`config.mk`:
```
export PLATFORM = sky130hd
export DESIGN_NAME = dmem_arbiter
export DESIGN_NICKNAME = d
export VERILOG_FILES = /design/src/rtl/dmem_arbiter.sv
export SDC_FILE = /design/constraint.sdc
export NUM_CORES = 1
export LEC_CHECK = 0
export CORE_ASPECT_RATIO = 0.6
export CORE_MARGIN = 5
export CORE_UTILIZATION = 45
export CTS_CLUSTER_SIZE = 30
export DETAILED_ROUTE_END_ITERATION = 10
export DONT_BUFFER_PORTS = 1
export HOLD_SLACK_MARGIN = 0.08
export SYNTH_ARGS = -nofsm -noshare
export SYNTH_HDL_FRONTEND = slang
export SYNTH_SLANG_ARGS = --single-unit
```
`constraint.sdc`:
```
create_clock -name clk -period 4.04 [get_ports clk]
set_input_delay 0.606 -clock clk [delete_from_list [all_inputs] [get_ports clk]]
set_output_delay 0.606 -clock clk [all_outputs]
set_load 0.01 [all_outputs]
```
`src/rtl/dmem_arbiter.sv`:
```
// Data-memory arbiter: CPU MEM stage has priority, DMA gets a forced slot after
// MAX_WAIT consecutive denied cycles. Memory read path is combinational.
module dmem_arbiter #(
  parameter int DSIZE    = 16,
  parameter int AW       = 16,
  parameter int MAX_WAIT = 4
) (
  input  logic             clk,
  input  logic             rst,
  input  logic             cpu_req,
  input  logic             cpu_we,
  input  logic [AW-1:0]    cpu_addr,
  input  logic [DSIZE-1:0] cpu_wdata,
  output logic [DSIZE-1:0] cpu_rdata,
  output logic             cpu_stall,
  input  logic             dma_req,
  input  logic             dma_we,
  input  logic [AW-1:0]    dma_addr,
  input  logic [DSIZE-1:0] dma_wdata,
  output logic             dma_gnt,
  output logic [DSIZE-1:0] dma_rdata,
  output logic             dma_rvalid,
  output logic             mem_wen,
  output logic             mem_ren,
  output logic [AW-1:0]    mem_addr,
  output logic [DSIZE-1:0] mem_wdata,
  input  logic [DSIZE-1:0] mem_rdata,
  output logic [1:0]       owner,
  output logic [15:0]      stall_cnt
);

  localparam logic [3:0] MAX_WAIT_C = 4'(MAX_WAIT);

  typedef enum logic [1:0] {
    OWN_IDLE = 2'd0,
    OWN_CPU  = 2'd1,
    OWN_DMA  = 2'd2
  } owner_e;

  owner_e           owner_q, owner_d;
  logic [3:0]       wait_q, wait_d;
  logic [DSIZE-1:0] dma_rdata_q, dma_rdata_d;
  logic             dma_rvalid_q, dma_rvalid_d;
  logic [15:0]      stall_cnt_q, stall_cnt_d;

  logic force_slot;
  logic dma_gnt_w;
  logic cpu_gnt_w;

  // Grant: nothing is issued while rst is high.
  always_comb begin
    force_slot = dma_req && (wait_q == MAX_WAIT_C);
    dma_gnt_w  = !rst && dma_req && (!cpu_req || force_slot);
    cpu_gnt_w  = !rst && cpu_req && !dma_gnt_w;
  end

  assign dma_gnt   = dma_gnt_w;
  assign cpu_stall = !rst && cpu_req && dma_gnt_w;

  always_comb begin
    mem_wen   = 1'b0;
    mem_ren   = 1'b0;
    mem_addr  = '0;
    mem_wdata = '0;
    cpu_rdata = '0;
    if (dma_gnt_w) begin
      mem_wen   = dma_we;
      mem_ren   = !dma_we;
      mem_addr  = dma_addr;
      mem_wdata = dma_wdata;
    end else if (cpu_gnt_w) begin
      mem_wen   = cpu_we;
      mem_ren   = !cpu_we;
      mem_addr  = cpu_addr;
      mem_wdata = cpu_wdata;
      if (!cpu_we) cpu_rdata = mem_rdata;
    end
  end

  always_comb begin
    owner_d = OWN_IDLE;
    if (dma_gnt_w)      owner_d = OWN_DMA;
    else if (cpu_gnt_w) owner_d = OWN_CPU;
  end

  always_comb begin
    wait_d = 4'd0;
    if (dma_req && !dma_gnt_w)
      wait_d = (wait_q >= MAX_WAIT_C) ? MAX_WAIT_C : wait_q + 4'd1;

    dma_rvalid_d = dma_gnt_w && !dma_we;
    dma_rdata_d  = dma_rvalid_d ? mem_rdata : dma_rdata_q;

    stall_cnt_d = stall_cnt_q;
    if (cpu_stall && (stall_cnt_q != 16'hFFFF))
      stall_cnt_d = stall_cnt_q + 16'd1;
  end

  always_ff @(posedge clk) begin
    if (rst) begin
      owner_q      <= OWN_IDLE;
      wait_q       <= 4'd0;
      dma_rdata_q  <= '0;
      dma_rvalid_q <= 1'b0;
      stall_cnt_q  <= 16'd0;
    end else begin
      owner_q      <= owner_d;
      wait_q       <= wait_d;
      dma_rdata_q  <= dma_rdata_d;
      dma_rvalid_q <= dma_rvalid_d;
      stall_cnt_q  <= stall_cnt_d;
    end
  end

  assign owner      = owner_q;
  assign dma_rdata  = dma_rdata_q;
  assign dma_rvalid = dma_rvalid_q;
  assign stall_cnt  = stall_cnt_q;

endmodule

```
Word level (Yosys, flattened, before mapping) --
Index checks and enable logic that the tools add are counted.
Storage, ports and cells: flip-flop bits (word level) 39, bits in latches 0, bits in writable memories 0, memory bits (read-only) 0, word-level logic and storage cells 45, memories 0
Cells by class: $add $sub $neg 2, $mul 0, div/mod/pow operators 0, magnitude comparators 1, eq/ne operators 2, shifts and indexed selects 0, multiplexer cells 14, bitwise logic cells 1, reduce and logical (&&, ||, !) cells 18
Operators with widths (number):
- $mux 16 | 7
- $add 16x1->16 const B | 1
- $ne 16x16->1 const B | 1
- $logic_and 1x1->1 | 9
- $logic_not 1->1 | 5
- $mux 1 | 5
- $add 4x1->4 const B | 1
- $eq 4x3->1 const B | 1
- $ge 4x3->1 const B | 1
- $reduce_or 2->1 | 2
- $mux 3 | 1
- $reduce_or 3->1 | 1
- $mux 2 | 1
- $logic_or 1x1->1 | 1
- $not 1->1 | 1

Logic depth before layout (Yosys ltp) --
Gate-level depths: netlist of the first run.
word-level depth 8, gate-level depth with buffers 8, mapped depth without buffers 7

Worst setup path after synthesis of the first run --
OpenSTA, ideal clock, no wires.
path type input to output, start input port rst, end output port mem_addr[10], arrival time 1724 ps, setup slack 1710 ps, stages 4, path buffers 1, cell sequence nand2b_1 > a21oi_1 > clkbuf_1 > a22o_1
On the way: cells in the longest elaborated chain, start to end 7
Ends and longest elaborated chain:
- from (decl) | line 9 | input logic rst,
- $logic_not 1->1 * | line 53 | dma_gnt_w = !rst && dma_req && (!cpu_req || force_slot);
- $logic_and 1x1->1 * (2 in a row) | line 53
- named net dma_gnt | line 20 | output logic dma_gnt,
- $logic_not 1->1 | line 54 | cpu_gnt_w = !rst && cpu_req && !dma_gnt_w;
- $logic_and 1x1->1 | line 54
- $mux 16 | line 71 | end else if (cpu_gnt_w) begin
- $mux 16 * | line 66 | if (dma_gnt_w) begin
- to (decl) | line 25 | output logic [AW-1:0] mem_addr,
Mark *: on every way through the listed nets, which the timed path passes. The rest lies on a longest branch.

Worst setup path in the final report of the first run --
start register wait_q[0], end output port cpu_rdata[12]
On the way: cells in the longest elaborated chain, start to end 8
Ends and longest elaborated chain:
- from (decl) | line 41 | logic [3:0] wait_q, wait_d;
- from (signal assigned) | line 108 | wait_q <= wait_d;
- $eq 4x3->1 * | line 52 | force_slot = dma_req && (wait_q == MAX_WAIT_C);
- $logic_and 1x1->1 * | line 52
- $logic_or 1x1->1 * | line 53
- $logic_and 1x1->1 * | line 53
- $logic_not 1->1 | line 54
- $logic_and 1x1->1 | line 54
- $mux 16 | line 71
- $mux 16 * | line 66
- to (decl) | line 14 | output logic [DSIZE-1:0] cpu_rdata,
Every way passes the cells marked *; elsewhere a longest branch is shown, timed or not.

==> results of run 1 <==
state kept, by name (all words and copies together), names as in the netlist:
signal	cells
dma_rdata	16
stall_cnt	16
wait_q	4
owner	2
dma_rvalid	1
stage by stage:
step           hold WS [ns]  cell area, um^2
6_report              0.369             2310
5_1_grt               0.358             2310
4_1_cts               0.359             2310
3_5_place_dp          0.460             2190
3_3_place_gp          0.445             2190
2_1_floorplan         0.431             2140
per-layer routing:
layer / vias up / global-route usage, % / part of all wire [%]
li1: 916 / - / -
met1: 909 / 31.5 / 47
met2: 96 / 27.9 / 43
met3: 11 / 5.62 / 7.8
met4: 0 / 6.98 / 2.0
met5: - / 0 / 0
synthesized netlist by cell type (2+ instances only):
cell      count
dfxtp_1      39
a22o_1       32
nor2_1       24
and3_1       17
mux2i_1      17
a21oi_1      14
clkbuf_1     12
o31ai_1       9
or4_1         9
nand2_1       8
nand4_1       8
inv_1         5
mux2_2        5
nand3_1       5
nor2b_1       5
nor4_1        4
a211oi_1      3
ha_1          3
nand2b_1      3
and2_1        2
and3b_1       2
and4_1        2
buf_2         2
nand3b_1      2
nor3_1        2
o21ai_0       2
final cells by class:
class / instances / area [um^2]
Tap cell: 63 / 78.8
Sequential cell: 39 / 781
Fill cell: 438 / 2280
Inverter: 5 / 18.8
Timing Repair Buffer: 2 / 15.0
Clock buffer: 5 / 68.8
Multi-Input combinational cell: 184 / 1300
Clock inverter: 3 / 47.5
worst max-delay path by stage:
| stage | to | slack [ns] | cells after the start |
|---|---|---|---|
| finish | cpu_rdata[12] | 1.06 | 5 |
| global route | cpu_rdata[12] | 0.78 | 5 |
| CTS | cpu_rdata[12] | 1.05 | 5 |
| detailed placement | cpu_rdata[12] | 1.39 | 5 |
| global placement | cpu_rdata[10] | 1.45 | 5 |
| floorplan | mem_addr[10] | 1.71 | 4 |
kinds of logic after synthesis:
group,synth area share (%)
compound gates,21.8
mux,10.6
fa+ha+maj,1.76
buf+inv,3.86
other cells,0.175
simple gates,25.2
flops,36.5
power by group:
part | switching [uW] | leakage (uW) | internal [uW]
Clock | 154 | 0.0000587 | 187
Combinational | 45.2 | 0.000482 | 27.7
Sequential | 7.20 | 0.000316 | 390
==> impl_results.md, run 1 <==
* Status: complete, no violations
* Initial antenna violation count at 0
* DRC violations left at 0
* Commonest non-fill, non-tap cell in the layout: dfxtp_1
* Number of global-route vias before repair at 1790
* Number of standard cells in the final layout excluding fillers at 301
* Final Routed Wirelength at 6830 um
* Synth area leaders: dfxtp_1 (37%), a22o_1 (13%), mux2i_1 (8.0%)
* Global Route Usage Sum at 20.9%
* Worst Path Arrival at 2.37 ns
* Clock sinks at 39
* Worst-path cell chain: inv_1, ha_1, and3b_1, a21oi_4, and3_1
* Peak Freq at 0.336 GHz
* Critical path's slowest cell: a21oi_4
* Placed cells at 293
* # setup viols final at 0
* Data required, critical path at 3.43 ns
* Antenna cells at 0
* DRT Pass-1 Iters at 4
* Synthesis Warnings at 0
* Share of cells above drive strength 1 at 7.56%
* Post-DP HPWL at 5300 um
* Net Count, Synth at 333
* Initial Util at 46.6%
* Clk buf depth at 2
* Routability cong. at 0.754
* Area of the core at 4590 um^2
* Mapped Cells at 244
* EDFF count, synth at 0
* First-pass GRT wire length at 10500 um
* Largest net degree at the start of global routing at 51
* Htree depth at 2
* RSZ-0062 raised after global routing: no
* Die Footprint at 6270 um^2
* Clock transition at the registers of the reported paths at 0.08 ns
* Final hold vios at 0
* Slowest stage delay, CP at 0.84 ns
* Layout net count at 326
* Crit path time final at 2.98 ns
* Post-CTS Resized at 0
* Yosys top cell area share at 36.5%
* RR Startpoint: stall_cnt[0]
* Async SR Flop Fraction at 0%
* Min-delay src: rst
* DR vias/cell at 6.42
* DP Worst Slack at 1.39 ns
* Clock skew at 0.00342 ns
* Yosys reg bits at 39
* Crit path max fanout at 50
* Root Driver: clkbuf_8
* CTS tree: built
* Setup crit end kind: output port
* Num ports at 173
* Hold depth at 1
* Post-DRT Antenna Nets at 0
* Commonest non-fill, non-tap cells in the layout: dfxtp_1 (39), a22o_1 (32), nor2_1 (24)
* R2R Setup Slk at 1.75 ns
* R2R cell count at 5
* Final WS setup at 1.06 ns
* I/O Buffers at 0
* Clk Latency, worst-skew pair at 0.30 ns
* DR vias at 1932
* Worst Tran Pin Value at 1.07 ns
* MaxCap Viol Count at 0
* Setup Fix Bufs, Post-CTS at 0
* CP bufs+invs at 1
* P per Cell Area at 351 nW/um^2
* Chip width at 99.0 um
* Startpoint Class: register
* Hold EP: stall_cnt[11]
* CP Class: reg -> out
* Wirelength per Cell at 22.7 um
* Slew Limit Fails at 0
* Main synth FF type: dfxtp_1
* Die Y at 63.4 um
* Period utilization at 73.7%
* Slew HR at 28.8%
* Peak supply drop at 0.191 mV
* Synthesized area at 2140 um^2
* P_leak at 0.000857 uW
* Cts hold-fix bufs at 0
* Worst hold path class: in -> reg
* Final TNS setup at 0 ns
* Utilization of the core after routing at 50.4%
* Unique masters post-synth at 34
* Initial drt markers at 148
* GRT Residual Overflow at 0
* Reg2reg end: stall_cnt[6]
* Layout area overhead at 8.14%
* Post-route total power at 812 uW
* Crit path from: wait_q[0]
* Post-Syn Area per Cell at 8.76 um^2
* Seq/Total Area, Yosys at 36.5%
* CTS Buf Count at 5
* CP delay by family, top: compound AO/OA/AOI/OAI gates
* Synth area leader: dfxtp_1
* Core Rows at 19
Power figures use the tool's default switching activity.
==> inputs of run 2 (changes only) <==
clock period = 2.5 ns   (was 4.04 ns; I/O delays follow)
==> run 2 against run 1 <==
Clock-buffer cell count is the same. Utilization rose by 0.74 points. Combinational power up 67%. Global-route usage shrank 0.76 points. Critical endpoint is now mem_wdata[2]. Non-clock buffer count up 3. Largest power group unchanged. Critical path depth up 1. Sequential power up 62%.
==> impl_results.md, run 2 (synthesis gave the netlist of run 1 again) <==
* Status: complete, no violations
* Initial drt markers at 97 (-34%)
* Met3 Use GR at 6.06% (+0.44 points)
* Switching Share at 24.8% (-0.68 points)
* Clock transition at the registers of the reported paths at 0.09 ns (about the same)
* CP Class: reg -> out
* Switch Pwr at 323 uW (+56%)
* Worst Tran Pin Value at 0.552 ns (-0.513 ns)
* Global Route Usage Sum at 20.1% (-0.76 points)
* Share of cells above drive strength 1 at 8.71% (+1.2 points)
* GRT Residual Overflow at 0 (unchanged)
* Final TNS setup at 0 ns (unchanged)
* Startpoint Class: register
* DR vias/cell at 6.36 (-0.94%)
* P_leak at 0.000873 uW (+1.8%)
* MaxCap Viol Count at 0 (unchanged)
* Routability cong. at 0.758 (+0.65%)
* Worst hold path class: in -> reg
* Clock skew at 0.0101 ns (+0.00666 ns)
* Antenna cells at 0 (unchanged)
* Num ports at 173 (unchanged)
* Post-CTS Resized at 0 (unchanged)
* Fin Hold WS at 0.140 ns (-0.228 ns)
* Comb pwr share at 9.3% (+0.3 points)
* Post-DRT Antenna Nets at 0 (unchanged)
* Data required, critical path at 2.12 ns (-1.31 ns)
* Slew HR at 62.9% (+34 points)
* Clock sinks at 39 (unchanged)
* Placed cells at 296 (+1.0%)
* Seq pwr share at 49.3% (+0.4 points)
* Htree depth at 2 (unchanged)
* Slew Limit Fails at 0 (unchanged)
* Period utilization at 91.7%
* DRT Pass-1 Iters at 4 (unchanged)
* # fillers at 428 (-2.3%)
* Crit path time final at 2.29 ns
* Commonest non-fill, non-tap cells in the layout: dfxtp_1 (39), a22o_1 (32), nor2_1 (24)
* Layout net count at 329 (+0.92%)
* Post-DP HPWL at 5140 um (-3.0%)
* Final Routed Wirelength at 6560 um (-4.0%)
* Register area at 781 um^2 (unchanged)
* Die Footprint at 6270 um^2 (unchanged)
* Number of standard cells in the final layout excluding fillers at 304 (+1.0%)
* CTS tree: built
* CTS Buf Count at 5 (unchanged)
* Setup crit end kind: output port
* Global routing usage on met1 at 31.0% (-0.56 points)
* Chip width at 99.0 um (unchanged)
* Root Driver: clkbuf_8
* Wirelength per Cell at 21.6 um (-4.9%)
* RSZ-0062 raised after global routing: no
* Crit path max fanout at 34 (-32%)
* Internal power at 979 uW (+62%)
* Clk Latency, worst-skew pair at 0.29 ns (about the same)
* Area of the core at 4590 um^2 (unchanged)
* Cts hold-fix bufs at 0 (unchanged)
* Initial Util at 46.6% (unchanged)
* Busiest layer in global routing: met1
* Peak supply drop at 0.247 mV (+30%)
* Clk buf depth at 2 (unchanged)
* Setup Fix Bufs, Post-CTS at 0 (unchanged)
* Die Y at 63.4 um (unchanged)
* Met2 usage at 26.9% (-1.0 points)
* DR vias at 1933 (+0.052%)
* First-pass GRT wire length at 10100 um (-3.5%)
* Clock power share at 41.4% (-0.7 points)
* Final hold vios at 0 (unchanged)
* Initial antenna violation count at 0 (unchanged)
* Worst-path cell chain: inv_1, ha_1, nand3b_1, a21oi_2, buf_4, a22o_1
* Slowest stage delay, CP at 0.34 ns (-0.50 ns)
* P per Cell Area at 555 nW/um^2 (+58%)
* Peak Freq at 0.436 GHz
* Worst Path Arrival at 1.92 ns (-0.45 ns)
* Critical path's slowest cell: dfxtp_1
* Largest net degree at the start of global routing at 51 (unchanged)
* Core Rows at 19 (unchanged)
* Commonest non-fill, non-tap cell in the layout: dfxtp_1
* Layout area overhead at 9.72%
* Area of the multi-input gates at 1300 um^2 (unchanged)
* Utilization of the core after routing at 51.1% (+0.74 points)
* I/O Buffers at 0 (unchanged)
* # setup viols final at 0 (unchanged)
* Number of global-route vias before repair at 1837 (+2.6%)
* DRC violations left at 0 (unchanged)
-- run 2: cell types whose count changed in the layout (fill, tap and decap cells not counted), sizes merged --
cell,delta
clkinvlp,+1
buf,+3
clkinv,-1
-- run 2: per-stage QoR --
stage          worst slack [ns]  power, uW  area, um^2
2_1_floorplan             0.490        762        2140
3_3_place_gp              0.395        779        2230
3_5_place_dp              0.328        778        2230
4_1_cts                   0.185       1320        2340
5_1_grt                  0.0422       1350        2340
6_report                  0.207       1300        2340
-- run 2: cell type report --
| type | count | area share, % |
|---|---|---|
| clock buffer | 5 | 2.93 |
| multi-input combinational | 184 | 55.5 |
| clock inverter | 3 | 1.97 |
| tap | 63 | 3.36 |
| inverter | 5 | 0.800 |
| timing repair buffer | 5 | 2.13 |
| sequential | 39 | 33.3 |
-- run 2: final timing paths --
kind,from,endpoint,slack [ns],cells after the start
max,wait_q[0],mem_wdata[2],0.21,6
min,rst,stall_cnt[8],0.14,1
max reg2reg,wait_q[0],stall_cnt[11],0.30,6
min reg2reg,wait_q[0],wait_q[0],0.49,1
-- run 2: worst max-delay path, delay by kind of cell, from the launching register on --
kind | cells | cell delay (ns)
adder cells (fa/ha/maj) | 1 | 0.18
buffers and inverters | 2 | 0.40
flip-flops | 1 | 0.34
AND/OR/NAND/NOR | 1 | 0.20
AO/OA/AOI/OAI | 2 | 0.51
-- run 2: layer usage --
metal  vias to the layer above  wire, um
li1                        919         -
met1                       927      3090
met2                        85      2900
met3                         2       548
met4                         0        25
met5                         -         0
-- run 2: power groups by stage --
stage | Sequential (uW) | Combinational, uW | Clock [uW]
after floorplan | 654 | 108 | 0
after global placement | 657 | 122 | 0
after detailed placement | 656 | 122 | 0
after CTS | 642 | 122 | 552
after global routing | 643 | 134 | 573
final | 642 | 122 | 538
